===== src/rtl/uart_tx_if.sv =====
// uart_tx_if: character handshake between the UART front end and the transmitter.
// The master presents tx_data/tx_valid; the transmitter answers with tx_ready.
interface uart_tx_if;
  logic [8:0] tx_data;
  logic       tx_valid;
  logic       tx_ready;

  modport master (
    output tx_data,
    output tx_valid,
    input  tx_ready
  );

  modport slave (
    input  tx_data,
    input  tx_valid,
    output tx_ready
  );
endinterface


===== src/rtl/uart_tx.sv =====
// uart_tx: 5-9 bit UART transmitter, LSB first, optional parity, 1/2 stop bits.
// Define TX_BREAK_EN to add a tx_break input that holds the idle line low.
module uart_tx #(
  parameter logic IDLE_LEVEL    = 1'b1,
  parameter int   TICKS_PER_BIT = 16
) (
  input  logic        clk,
  input  logic        rst_n,
  input  logic        tx_en,
  input  logic [1:0]  parity,
  input  logic [2:0]  data_bits,
  input  logic        stop_bit,
  input  logic [15:0] tx_divisor,
`ifdef TX_BREAK_EN
  input  logic        tx_break,
`endif
  uart_tx_if.slave    bus,
  output logic        tx,
  output logic        tx_busy,
  output logic        tx_done
);

  localparam logic [2:0] IDLE   = 3'd0;
  localparam logic [2:0] START  = 3'd1;
  localparam logic [2:0] DATA   = 3'd2;
  localparam logic [2:0] PARITY = 3'd3;
  localparam logic [2:0] STOP   = 3'd4;

  localparam int TW =
    (TICKS_PER_BIT > 1) ? $clog2(TICKS_PER_BIT) : 1;
  localparam logic [TW-1:0] TLAST = TW'(TICKS_PER_BIT - 1);

  logic [2:0]    state;
  logic [15:0]   div_cnt;
  logic [TW-1:0] tick_cnt;
  logic [8:0]    shift;
  logic [3:0]    nbits;
  logic [3:0]    bit_cnt;
  logic          par_en;
  logic          par_val;
  logic          stop2;
  logic          stop_cnt;

  logic [15:0]   sub_div;
  logic [15:0]   reload;
  logic          sub_tick;
  logic          bit_end;
  logic          accept;
  logic          brk;
  logic [3:0]    n_cfg;
  logic [8:0]    mask;
  logic [8:0]    masked;

`ifdef TX_BREAK_EN
  assign brk = tx_break;
`else
  assign brk = 1'b0;
`endif

  always_comb begin
    sub_div  = tx_divisor >> 4;
    reload   = (sub_div == 16'd0) ? 16'd0 : sub_div - 16'd1;
    sub_tick = (div_cnt == 16'd0);
    bit_end  = (state != IDLE) && sub_tick && (tick_cnt == TLAST);
    accept   = bus.tx_valid && bus.tx_ready;
    n_cfg    = 4'd8;
    unique case (data_bits)
      3'd0:    n_cfg = 4'd5;
      3'd1:    n_cfg = 4'd6;
      3'd2:    n_cfg = 4'd7;
      3'd4:    n_cfg = 4'd9;
      default: n_cfg = 4'd8;
    endcase
    mask   = 9'h1FF >> (4'd9 - n_cfg);
    masked = bus.tx_data & mask;
  end

  always_ff @(posedge clk or negedge rst_n) begin
    if (!rst_n) begin
      state        <= IDLE;
      div_cnt      <= '0;
      tick_cnt     <= '0;
      shift        <= '0;
      nbits        <= '0;
      bit_cnt      <= '0;
      par_en       <= 1'b0;
      par_val      <= 1'b0;
      stop2        <= 1'b0;
      stop_cnt     <= 1'b0;
      tx           <= IDLE_LEVEL;
      bus.tx_ready <= 1'b0;
      tx_busy      <= 1'b0;
      tx_done      <= 1'b0;
    end else begin
      tx_done      <= 1'b0;
      bus.tx_ready <= (state == IDLE) && tx_en && !accept && !brk;

      if (state != IDLE) begin
        if (sub_tick) begin
          div_cnt  <= reload;
          tick_cnt <= bit_end ? '0 : tick_cnt + 1'b1;
        end else begin
          div_cnt  <= div_cnt - 16'd1;
        end
      end

      unique case (state)
        IDLE: begin
          tx <= brk ? 1'b0 : IDLE_LEVEL;
          if (accept) begin
            // Counters restart here so the start bit gets its full length
            state    <= START;
            tx       <= 1'b0;
            tx_busy  <= 1'b1;
            div_cnt  <= reload;
            tick_cnt <= '0;
            shift    <= masked;
            nbits    <= n_cfg;
            bit_cnt  <= '0;
            par_en   <= (parity == 2'b01) || (parity == 2'b10);
            par_val  <= (^masked) ^ (parity == 2'b01);
            stop2    <= stop_bit;
            stop_cnt <= 1'b0;
          end
        end
        START: begin
          if (bit_end) begin
            state <= DATA;
            tx    <= shift[0];
            shift <= shift >> 1;
          end
        end
        DATA: begin
          if (bit_end) begin
            if (bit_cnt == nbits - 4'd1) begin
              if (par_en) begin
                state <= PARITY;
                tx    <= par_val;
              end else begin
                state <= STOP;
                tx    <= 1'b1;
              end
            end else begin
              bit_cnt <= bit_cnt + 4'd1;
              tx      <= shift[0];
              shift   <= shift >> 1;
            end
          end
        end
        PARITY: begin
          if (bit_end) begin
            state <= STOP;
            tx    <= 1'b1;
          end
        end
        STOP: begin
          if (bit_end) begin
            if (stop2 && !stop_cnt) begin
              stop_cnt <= 1'b1;
            end else begin
              state   <= IDLE;
              div_cnt <= '0;
              tx_busy <= 1'b0;
              tx_done <= 1'b1;
            end
          end
        end
        default: begin
          state   <= IDLE;
          tx      <= IDLE_LEVEL;
          tx_busy <= 1'b0;
        end
      endcase
    end
  end

endmodule


===== src/flat_wrapper.sv =====
// flat-port wrapper written by rule: the top's interface ports become plain ports
module uart_tx_flat 
#(
  parameter logic IDLE_LEVEL    = 1'b1,
  parameter int   TICKS_PER_BIT = 16
)
  (clk, rst_n, tx_en, parity, data_bits, stop_bit, tx_divisor, tx, tx_busy, tx_done, bus_tx_data, bus_tx_valid, bus_tx_ready);
  uart_tx_if bus_i ();
  input  logic clk;
  input  logic rst_n;
  input  logic tx_en;
  input  logic [1:0] parity;
  input  logic [2:0] data_bits;
  input  logic stop_bit;
  input  logic [15:0] tx_divisor;
  output logic tx;
  output logic tx_busy;
  output logic tx_done;
  input wire logic [$bits(bus_i.tx_data)-1:0] bus_tx_data;
  input wire logic [$bits(bus_i.tx_valid)-1:0] bus_tx_valid;
  output wire logic [$bits(bus_i.tx_ready)-1:0] bus_tx_ready;
  assign bus_i.tx_data = bus_tx_data;
  assign bus_i.tx_valid = bus_tx_valid;
  assign bus_tx_ready = bus_i.tx_ready;
  uart_tx #(.IDLE_LEVEL(IDLE_LEVEL), .TICKS_PER_BIT(TICKS_PER_BIT)) u_core (.clk(clk), .rst_n(rst_n), .tx_en(tx_en), .parity(parity), .data_bits(data_bits), .stop_bit(stop_bit), .tx_divisor(tx_divisor), .bus(bus_i), .tx(tx), .tx_busy(tx_busy), .tx_done(tx_done));
endmodule

===== config.mk =====
export PLATFORM = sky130hd
export DESIGN_NAME = uart_tx_flat
export DESIGN_NICKNAME = d
export VERILOG_FILES = /design/src/rtl/uart_tx_if.sv /design/src/rtl/uart_tx.sv /design/src/flat_wrapper.sv
export SDC_FILE = /design/constraint.sdc
export NUM_CORES = 1
export LEC_CHECK = 0
export CAP_MARGIN = 30
export CORE_MARGIN = 2
export CORE_UTILIZATION = 61
export DETAILED_ROUTE_END_ITERATION = 8
export GPL_ROUTABILITY_DRIVEN = 1
export GPL_TIMING_DRIVEN = 0
export PLACE_DENSITY = 0.86
export SYNTH_ARGS = -nofsm -noshare
export SYNTH_HDL_FRONTEND = slang
export SYNTH_SLANG_ARGS = --single-unit

===== constraint.sdc =====
create_clock -name clk -period 4 [get_ports clk]
set_clock_uncertainty 0.15 [all_clocks]
set_input_delay 0.8 -clock clk [delete_from_list [all_inputs] [get_ports clk]]
set_output_delay 0.8 -clock clk [all_outputs]
set_load 0.03 [all_outputs]

# Yosys cells after proc, flatten, opt, wreduce, memory -nomap -nowiden
# Index checks and enable logic that the tools add are counted.
# totals
ff_bits,48
latchBits,0
ram_bits,0
mem_bits_ro,0
input_bits,35
out_inout_bits,4
word_cells,120
memories,0
# classes
n_addsub,6
multipliers,0
div,0
order_cmp,0
eq_ne,20
n_shift,1
n_mux,49
n_bitwise,4
n_reduce_logical,26
# ops
operator,count
two-way mux 16 bit,6
two-way mux 9 bit,4
logical NOT 16 bit,2
two-way mux 4 bit,8
one-hot mux 16 bit (2 select lines),1
one-hot mux 9 bit (3 select lines),1
two-way mux 3 bit,8
one-hot mux 4 bit (4 select lines),1
AND reduction 4 bit,4
subtractor 16 x 1 -> 16 bit (second input constant),1
two-way mux 1 bit,15
one-hot mux 3 bit (5 select lines),1
inequality test 2 x 1 -> 1 bit (second input constant),7
subtractor 12 x 1 -> 13 bit (second input constant),1
AND 9 bit,1
equality test 3 x 2 -> 1 bit (second input constant),3
XOR reduction 9 bit,1
right shift 9 x 4 -> 9 bit (first input constant),1
adder 4 x 1 -> 4 bit (second input constant),2
one-hot mux 4 bit (2 select lines),1
AND reduction 7 bit,1
equality test 3 x 1 -> 1 bit (second input constant),2
equality test 3 bit (second input constant),2
logical AND 1 bit,6
20 further kinds,26

# Logic depth before layout (Yosys ltp)
# Gate-level depths: netlist of run 1.
# depth
word_depth,8
depth_mapped,13
depth_no_buf,11

# Worst setup path after synthesis of run 1
# Ideal clock, no wire load.
# synth_timing
path_type,input to register
start,in data_bits[1]
end,reg u_core.par_val
setup_time_ns,0.092
arrival_ns,2.856
required_ns,3.758
path_slack_ns,0.902
cell_stages,12
n_path_buf,1
cell_sequence,buf_2 > xnor2_1 > nor2_1 > inv_1 > ha_1 > nor2b_1 > xnor2_1 > xnor2_2 > or3_1 > a31oi_1 > nor3_1 > o31ai_2
# synth_between
elab_chain_len,7
word_cells_on_any_way,10
classes_between,1 x add/sub; 3 x eq/ne; 1 x shift; 1 x mux; 2 x bitwise; 2 x reduce/logical
# synth_lines
item,line,text
from (decl),flat_wrapper.sv:13,input logic [2:0] data_bits;
"equality test 3 bit, or another cell as far along",uart_tx.sv:67,unique case (data_bits)
one-hot mux 4 bit (4 select lines) (*),uart_tx.sv:67,
net u_core.n_cfg[1],uart_tx.sv:50,logic [3:0] n_cfg;
subtractor 4 bit (*),uart_tx.sv:74,mask = 9'h1FF >> (4'd9 - n_cfg);
right shift 9 x 4 -> 9 bit (*),uart_tx.sv:74,
AND 9 bit (*),uart_tx.sv:75,masked = bus.tx_data & mask;
XOR reduction 9 bit (*),uart_tx.sv:121,par_val <= (^masked) ^ (parity == 2'b01);
bitwise XOR 1 bit (*),uart_tx.sv:121,
to (signal assigned),uart_tx.sv:121,
to (decl),uart_tx.sv:40,logic par_val;
# The timed path passes the listed nets; every way through them passes the cells marked *.
# A chain may end at the register's enable or synchronous reset.

# Final worst setup path of run 1
# layout_timing
start,in data_bits[2]
end,reg u_core.par_val
# The elaborated chain is that of the path after synthesis.

==> results of run 1 <==
==> path summary, 6_finish.rpt <==
path,cells past startpoint,endpoint,slack [ns]
setup / recovery,10,u_core.par_val,0.43
hold / removal,1,u_core.tick_cnt[2],0.19
setup reg to reg,9,u_core.div_cnt[1],1.38
hold reg to reg,2,u_core.shift[3],0.34
max in group asynchronous,2,u_core.tx,2.98
min in group clk,2,u_core.shift[3],0.34
==> cell type report <==
class / count / area (µm²) / area share, %
multi-input cells: 286 / 1910 / 50.9
repair buffers: 33 / 335 / 8.95
inverters: 14 / 52.6 / 1.40
well taps: 70 / 87.6 / 2.34
flip-flops and latches: 48 / 1200 / 32.1
clock inverters: 1 / 7.51 / 0.200
clock buffers: 7 / 86.3 / 2.31
plain buffers: 14 / 66.3 / 1.77
==> placed cells by master, fill, tap and decap left out, types with 13 or more instances in the layout <==
cell	n
nor2_1	33
inv_1	14
xnor2_1	20
dfrtp_1	47
o21ai_0	13
clkdlybuf4s50_1	31
nor3_1	14
nand2_1	41
xor2_1	14
a21oi_1	18
==> critical path, stage by stage <==
cell and delay [ns]:
clkdlybuf4s50_1 0.55, nor2_1 0.28, inv_1 0.11, ha_1 0.36
nand2b_1 0.24, a311oi_2 0.41, a211oi_1 0.11, nor4_1 0.42
nor3_1 0.13, o31ai_2 0.22
==> layer usage <==
layer / share of wire (%) / vias to the layer above / routed length [µm]
li1: - / 1367 / -
met1: 45 / 1331 / 3330
met2: 49 / 95 / 3660
met3: 5.3 / 6 / 397
met4: 0.82 / 0 / 61
met5: 0 / - / 0
==> power breakdown <==
| group | switching, mW | internal (mW) | leakage, nW |
|---|---|---|---|
| Sequential | 0.0632 | 0.528 | 0.600 |
| Combinational | 0.141 | 0.135 | 0.881 |
| Clock | 0.161 | 0.141 | 0.0445 |
==> metrics by stage <==
stage | utilization (%) | worst slack, ns | hold slack [ns] | total power [mW]
2_1_floorplan | - | 0.902 | 0.299 | 0.778
3_3_place_gp | 71.2 | 0.340 | 0.312 | 0.855
3_5_place_dp | 71.5 | 0.202 | 0.330 | 0.870
4_1_cts | 73.3 | 0.486 | 0.200 | 1.17
5_1_grt | 73.3 | 0.299 | 0.192 | 1.23
6_report | 73.3 | 0.434 | 0.194 | 1.17
==> logic make-up (layout without fill, tap and decap cells) <==
| kind of cell | Yosys count | count (layout) | share of synthesized area [%] |
|---|---|---|---|
| AOI/OAI and AO/OA | 81 | 81 | 16.5 |
| DFF | 48 | 48 | 37.2 |
| muxes | 7 | 7 | 2.25 |
| adders and majority gates | 10 | 10 | 3.88 |
| buffers and inverters | 28 | 69 | 3.68 |
| xor gates and xnor gates | 36 | 36 | 10.4 |
| and+or+nand+nor | 152 | 152 | 26.0 |
==> state kept, by name, summed over array words and instances (netlist names) <==
register and flops:
u_core.bus.tx_ready 1, u_core.nbits 4, u_core.tx 1, u_core.stop2 1, u_core.tick_cnt 4, u_core.bit_cnt 4, u_core.par_en 1, u_core.tx_done 1
u_core.shift 9, u_core.tx_busy 1, u_core.state 3, u_core.stop_cnt 1, u_core.par_val 1, u_core.div_cnt 16
==> metrics, run 1 <==
outcome complete, no violations; iteration count of the initial detailed-routing pass 5; Synth Flop Type dfrtp_1; first-pass GRT wire length 12800 µm; design area about 3700 µm²; cell count after synthesis around 360; Worst EP arrival 3.63 ns; clock buffer depth 2; Reg clk slew, reported paths ~0.090 ns; CTS tree yes; Final TNS setup 0 ns; maximum VDD drop ~0.00023 V; Antenna diodes 0; Pleak between 1.5 and 2 nW; Core Rows 26; Pwr Density ~310 nW/µm²; Clock Tree Root clkbuf_8; Final Cycle Share ~89%; DRT iter0 DRCs roughly 190; layout net count 447; Setup CP Type primary input to register; remaining antenna violation count after routing 0; syn_nets 407; Final Hold Vio Count 0; CTS sink count 48; Die Height between 70 and 80 µm; clk_lat worst skew roughly 0.30 ns; Max Cap Violations 0; Hold/Removal Path Class primary input to async pin; register area share after synthesis ~37%; fraction of registers with async set/reset between 90% and 100%; RSZ-0062 raised after global routing no; fillers 410; core area just over 5000 µm²; vias post-DR about 2800; number of remaining DRC errors 0; Post-CTS Hold Buffers 0; synthesized flop and latch total 48; max-slew violations 0; Initial Utilization about 63%; Critical path origin data_bits[2]; Slew HR between 40% and 50%; Worst setup SP type primary input; io pins 39; non-filler cells, final approximately 470; Netlist cell types 65; post_cts resized 0; M2 GR Usage 44.8%; Yosys top cell area share between 30% and 40%; die area ~5900 µm²; Die Wd ~77 µm; IO Port Bufs 32; worst-margin pin slew roughly 0.80 ns; GPL Wtd Cong ~0.85; busiest layer in global routing met2; synthesized area per cell 8.92 µm²; TritonCTS Buffers 5; most frequent cell after synthesis dfrtp_1; most area-hungry cell type in the Yosys netlist dfrtp_1; max frequency approximately 0.28 GHz; ranking of synthesized cells by area dfrtp_1, xnor2_1, nand2_1, ha_1, nor2_1; Setup violations, final 0; crit end category register; synth cell count leaders dfrtp_1, nand2_1, nor2_1; Post-CTS Setup Bufs 0; fraction of layout cells with a size suffix above 1 about a tenth; H-tree depth 2; M3 GR Usage under 10%; initial antenna violation count 0; Vias/cell just under 6; grt met1 use between 30 and 40%; WL/cell around 16 µm; min Tclk post-route 3.57 ns; DPL Wire Length ~5800 µm; vias in the first global route 2724; Synth warnings 0; number of enable flip-flop cells after synthesis 0; CP Max Fanout 7; grt total ovfl 0; GRT Util Overall 27.0%; Layout area overhead 16.0%; post-place instance area 3650 µm²; largest net degree at the start of global routing between 40 and 50; endpoint required time on the critical path 4.06 ns; Post-Syn Area approximately 3200 µm²; FF-to-FF Start u_core.div_cnt[0]; dpl cells roughly 470; final WL 7450 µm
Power figures use the tool's default switching activity.
==> run 2: changes to the inputs <==
--- a/config.mk
+++ b/config.mk
@@ -7,11 +7,11 @@
 export LEC_CHECK = 0
 export CAP_MARGIN = 30
 export CORE_MARGIN = 2
-export CORE_UTILIZATION = 61
+export CORE_UTILIZATION = 55
 export DETAILED_ROUTE_END_ITERATION = 8
 export GPL_ROUTABILITY_DRIVEN = 1
 export GPL_TIMING_DRIVEN = 0
-export PLACE_DENSITY = 0.86
+export PLACE_DENSITY = 0.79
 export SYNTH_ARGS = -nofsm -noshare
 export SYNTH_HDL_FRONTEND = slang
 export SYNTH_SLANG_ARGS = --single-unit
==> run 2 against run 1 <==
Against the previous run: register-to-register slack better by 0.08 ns; total power down 0.25%; die area up 10%; critical path depth unchanged; core utilization down 6.1 points; cell count up 0.42%; worst hold slack better by 0.11 ns; setup slack better by 0.021 ns; wire length down 0.12%; count of clock-buffer cells in the layout down 1; largest cell class unchanged.
==> metrics, run 2 (same netlist as run 1, synthesis figures left out) <==
Final Hold Vio Count 0 (unchanged); worst-margin pin slew 0.696 ns (-0.102 ns); crit path cell chain clkdlybuf4s50_1 > a21oi_4 > inv_1 > ha_1 > nand2b_1 > a311oi_2 > a211oi_1 > nor4_1 > nor3_1 > o31ai_2; Worst EP arrival 3.61 ns (-0.02 ns); Initial Utilization 57.9% (-5.3 points); fillers 476 (+16%); first-pass GRT wire length 12400 µm (-2.8%); vias in the first global route 2655 (-2.5%); Pwr Density 311 nW/µm² (-0.28%); iteration count of the initial detailed-routing pass 5 (unchanged); Total Power 1.17 mW (-0.25%); commonest non-fill, non-tap cell in the layout dfrtp_1; Max Cap Violations 0 (unchanged); max frequency 0.282 GHz (+0.60%); layout net count 447 (unchanged); non-filler cells, final 475 (+0.42%); io pins 39 (unchanged); GRT Util Overall 24.7% (-2.3 points); fraction of layout cells with a size suffix above 1 10.2% (+0.25 points); DRT iter0 DRCs 211 (+13%); sequential cell area 1200 µm² (unchanged); vias post-DR 2802 (+0.11%); Antenna diodes 0 (unchanged); GPL Wtd Cong 0.865 (+2.0%); Core Rows 27 (+3.8%); endpoint required time on the critical path 4.06 ns (about the same); Layout area overhead 16.0% (about the same); outcome complete, no violations; max FFs per register 16 (unchanged); Vias/cell 5.90 (-0.31%); crit end category register; dpl cells 467 (+0.43%); H-tree depth 2 (unchanged); TritonCTS Buffers 5 (unchanged); Hold/Removal Path Class primary input to async pin; Die Wd 80.6 µm (+5.0%); Setup CP Type primary input to register; DPL Wire Length 5710 µm (-1.2%); die area 6500 µm² (+10%); Die Height 80.6 µm (+5.0%); maximum VDD drop 0.000278 V (+21%); multi-input gate area in the final layout 1910 µm² (unchanged); clk_lat worst skew 0.30 ns (about the same); CTS sink count 48 (unchanged); Crit-path slowest cell clkdlybuf4s50_1; final WL 7440 µm (-0.12%); Final Hold Slack 0.306 ns (+0.112 ns); CTS tree yes; largest registers u_core.div_cnt x16, u_core.shift x9; post_cts resized 0 (unchanged); Crit path max-delay family compound AO/OA/AOI/OAI gates; Setup violations, final 0 (unchanged); Reg clk slew, reported paths 0.09 ns (about the same); Final TNS setup 0 ns (unchanged); min Tclk post-route 3.54 ns (-0.0211 ns); post-place instance area 3650 µm² (about the same); design area 3750 µm² (about the same); Buf+Inv Stages, Crit Path 2 (unchanged); Clock Tree Root clkbuf_8; Worst setup SP type primary input; Largest Register u_core.div_cnt; IO Port Bufs 32 (unchanged); core area 5570 µm² (+9.1%); Slew HR 53.2% (+6.9 points); Post-CTS Setup Bufs 0 (unchanged); largest net degree at the start of global routing 29 (-29%); initial antenna violation count 0 (unchanged); clock buffer depth 2 (unchanged); Final Cycle Share 88.6% (-0.53 points); CP Max Fanout 7 (unchanged); RSZ-0062 raised after global routing no; WL/cell 15.7 µm (-0.54%); grt total ovfl 0 (unchanged); max incr delay on CP 0.56 ns (about the same); number of remaining DRC errors 0 (unchanged); Pleak 1.53 nW (+0.43%); max-slew violations 0 (unchanged); Post-CTS Hold Buffers 0 (unchanged); most frequent cells in the layout dfrtp_1, nand2_1, nor2_1; remaining antenna violation count after routing 0 (unchanged)
==> run 2: changes by cell type in the layout (fill, tap and decap cells not counted) <==
cell        change
clkinvlp_4      -1
clkinv_2        +2
clkbuf_1        -1
==> run 2: final timing paths <==
path	start	to	slack, ns	cells past startpoint
setup reg to reg	u_core.div_cnt[0]	u_core.div_cnt[1]	1.46	9
setup / recovery	data_bits[2]	u_core.par_val	0.46	10
hold / removal	rst_n	u_core.bit_cnt[1]	0.31	1
min in group clk	u_core.tx_busy	u_core.tx_busy	0.34	1
hold reg to reg	u_core.tx_busy	u_core.tx_busy	0.34	1
max in group asynchronous	rst_n	u_core.tx	2.80	2
==> run 2: final cells by class <==
cell class | count | share of cell area [%]
buffer | 14 | 1.77
clock inverter | 2 | 0.267
sequential | 48 | 32.1
inverter | 14 | 1.40
timing repair buffer | 33 | 8.95
tap | 72 | 2.40
multi-input combinational | 286 | 50.9
clock buffer | 6 | 2.20
==> run 2: worst register-to-register path, stage by stage, from the launching register on <==
cell and delay, ns:
dfrtp_1 0.43, inv_1 0.10, ha_1 0.16, nor4b_4 0.30, nand4_4 0.19, or2_1 0.31, buf_2 0.21, nand2_1 0.27
o21ai_0 0.18, o21a_1 0.14
==> run 2: report_power, final <==
| group | total [mW] | leakage, nW | internal [mW] | switching, mW |
|---|---|---|---|---|
| Combinational | 0.275 | 0.881 | 0.135 | 0.140 |
| Clock | 0.299 | 0.0510 | 0.138 | 0.161 |
| Sequential | 0.591 | 0.600 | 0.528 | 0.0639 |
==> run 2: per-layer routing <==
layer	part of all wire (%)	track usage [%]	vias up
met2	46	38.3	80
met1	48	35.9	1343
met5	0	0	-
met3	4.1	3.71	14
met4	1.5	6.61	0
li1	-	-	1365
==> run 2: metrics by stage <==
stage                     util [%]  setup slack [ns]
after CTS                     67.2             0.497
final                         67.2             0.455
after floorplan                  -             0.902
after detailed placement      65.5             0.205
after global placement        65.3             0.308
after global routing          67.2             0.319
==> run 3: changes to the inputs <==
--- a/config.mk
+++ b/config.mk
@@ -9,7 +9,7 @@
 export CORE_MARGIN = 2
 export CORE_UTILIZATION = 55
 export DETAILED_ROUTE_END_ITERATION = 8
-export GPL_ROUTABILITY_DRIVEN = 1
+export GPL_ROUTABILITY_DRIVEN = 0
 export GPL_TIMING_DRIVEN = 0
 export PLACE_DENSITY = 0.79
 export SYNTH_ARGS = -nofsm -noshare
==> constraint.sdc (replaced) <==
create_clock -name clk -period 4 [get_ports clk]
set_clock_uncertainty 0.15 [all_clocks]
set_input_delay 1.2 -clock clk [delete_from_list [all_inputs] [get_ports clk]]
set_output_delay 1.2 -clock clk [all_outputs]
set_load 0.03 [all_outputs]
==> run 3 against run 2 <==
Against the previous run: clock power barely moved; critical path depth unchanged; largest cell class unchanged; sequential power hardly changed.
==> metrics, run 3 (same netlist as run 1, synthesis figures left out) <==
Reg clk slew, reported paths 0.09 ns (about the same); max-slew violations 0 (unchanged); Setup violations, final 0 (unchanged); H-tree depth 2 (unchanged); Final Cycle Share 95.6% (+7.0 points); Pwr Density 311 nW/µm² (about the same); Die Height 80.6 µm (unchanged); initial antenna violation count 0 (unchanged); Worst EP arrival 3.89 ns (+0.28 ns); largest net degree at the start of global routing 29 (unchanged); final WL 7430 µm (-0.11%); commonest non-fill, non-tap cell in the layout dfrtp_1; worst-margin pin slew 0.700 ns (+0.00374 ns); clk_lat worst skew 0.30 ns (about the same); vias in the first global route 2655 (unchanged); crit end category register; min Tclk post-route 3.83 ns (+0.281 ns); GRT Util Overall 24.7% (unchanged); fraction of layout cells with a size suffix above 1 10.4% (+0.25 points); number of remaining DRC errors 0 (unchanged); Die Wd 80.6 µm (unchanged); vias post-DR 2793 (-0.32%); layout net count 447 (unchanged); Layout area overhead 16.2%; DPL Wire Length 5710 µm (unchanged); R2R depth 9 (unchanged); io pins 39 (unchanged); DRT iter0 DRCs 212 (+0.47%); Post-Place Worst Slack -0.195 ns (-0.400 ns); clock buffer depth 2 (unchanged); CP Max Fanout 7 (unchanged); Antenna diodes 0 (unchanged); endpoint required time on the critical path 4.07 ns (about the same); CTS sink count 48 (unchanged); Final Hold Vio Count 0 (unchanged); IO Port Bufs 32 (unchanged); Slew HR 53.0% (-0.25 points); grt total ovfl 0 (unchanged); most frequent cells in the layout dfrtp_1, nand2_1, nor2_1; Hold Path Stages 1; iteration count of the initial detailed-routing pass 5 (unchanged); max frequency 0.261 GHz (-7.3%); Core Rows 27 (unchanged); CTS tree yes; Hold/Removal Path Class register to register; RSZ-0062 raised after global routing no; maximum VDD drop 0.000279 V (+0.40%); Setup CP Type primary input to register; core area 5570 µm² (unchanged); Max Cap Violations 0 (unchanged); max FFs per register 16 (unchanged); Clock Tree Root clkbuf_8; Final Hold Slack 0.340 ns (+0.0346 ns); Worst setup SP type primary input; Largest Register u_core.div_cnt; WL/cell 15.6 µm (-0.11%); outcome complete, no violations; remaining antenna violation count after routing 0 (unchanged); Initial Utilization 57.9% (unchanged); largest registers u_core.div_cnt x16, u_core.shift x9; Vias/cell 5.88 (-0.32%); Pleak 1.53 nW (about the same); setup ws final 0.174 ns (-0.281 ns); TritonCTS Buffers 5 (unchanged); first-pass GRT wire length 12400 µm (unchanged); die area 6500 µm² (unchanged)
[run 3: cell counts in the layout (fill, tap and decap cells not counted)]
No cell type changed its count.
[run 3: final timing paths]
kind	startpoint	endpoint	slack (ns)
max in group asynchronous	rst_n	u_core.tx	2.40
worst max register to register	u_core.div_cnt[0]	u_core.div_cnt[1]	1.47
min in group asynchronous	rst_n	u_core.nbits[0]	0.71
worst min-delay path	u_core.tx_busy	u_core.tx_busy	0.34
worst max-delay path	data_bits[2]	u_core.par_val	0.17
worst min register to register	u_core.tx_busy	u_core.tx_busy	0.34
[run 3: critical path, stage by stage]
cell and delay (ns):
clkdlybuf4s50_1 0.55, a21oi_4 0.24, inv_1 0.13, ha_1 0.34, nand2b_1 0.22, a311oi_2 0.39, a211oi_1 0.13, nor4_2 0.36
nor3_1 0.12, o31ai_2 0.21
[run 3: final cells by class]
cell class                 instances  area [µm²]
buffer                            14        66.3
clock buffer                       6        82.6
clock inverter                     2        10.0
fill                             473        1820
inverter                          14        52.6
multi-input combinational        286        1910
sequential                        48        1200
tap                               72        90.1
timing repair buffer              33         335
[run 3: repair_timing]
| action | 4_1_cts | 5_1_grt |
|---|---|---|
| setup endpoints to repair | 0 | 1 |
| resized for setup | 0 | 1 |
| hold buffers | 0 | 0 |
| setup buffers | 0 | 0 |
[run 3: per-layer routing]
layer  share of wire (%)  global-route usage [%]  up-vias
met5                   0                       0        -
met4                 1.4                    6.61        0
met3                 4.7                    3.71       11
met2                  46                    38.3       74
met1                  47                    35.9     1349
li1                    -                       -     1359
[run 3: per-stage QoR]
step / TNS (ns) / utilization (%) / total power [mW] / std cells / area, µm²
floorplan: 0 / - / 0.778 / 362 / 3230
global placement: -0.0917 / 65.3 / 0.856 / 466 / 3640
detailed placement: -0.195 / 65.5 / 0.870 / 467 / 3650
CTS: 0 / 67.2 / 1.17 / 475 / 3750
global route: 0 / 67.3 / 1.23 / 475 / 3750
finish: 0 / 67.3 / 1.17 / 475 / 3750
[run 3: power breakdown]
| group | internal [mW] | switching, mW | leakage, nW |
|---|---|---|---|
| registers | 0.528 | 0.0641 | 0.600 |
| clock network | 0.138 | 0.161 | 0.0510 |
| logic | 0.136 | 0.141 | 0.882 |
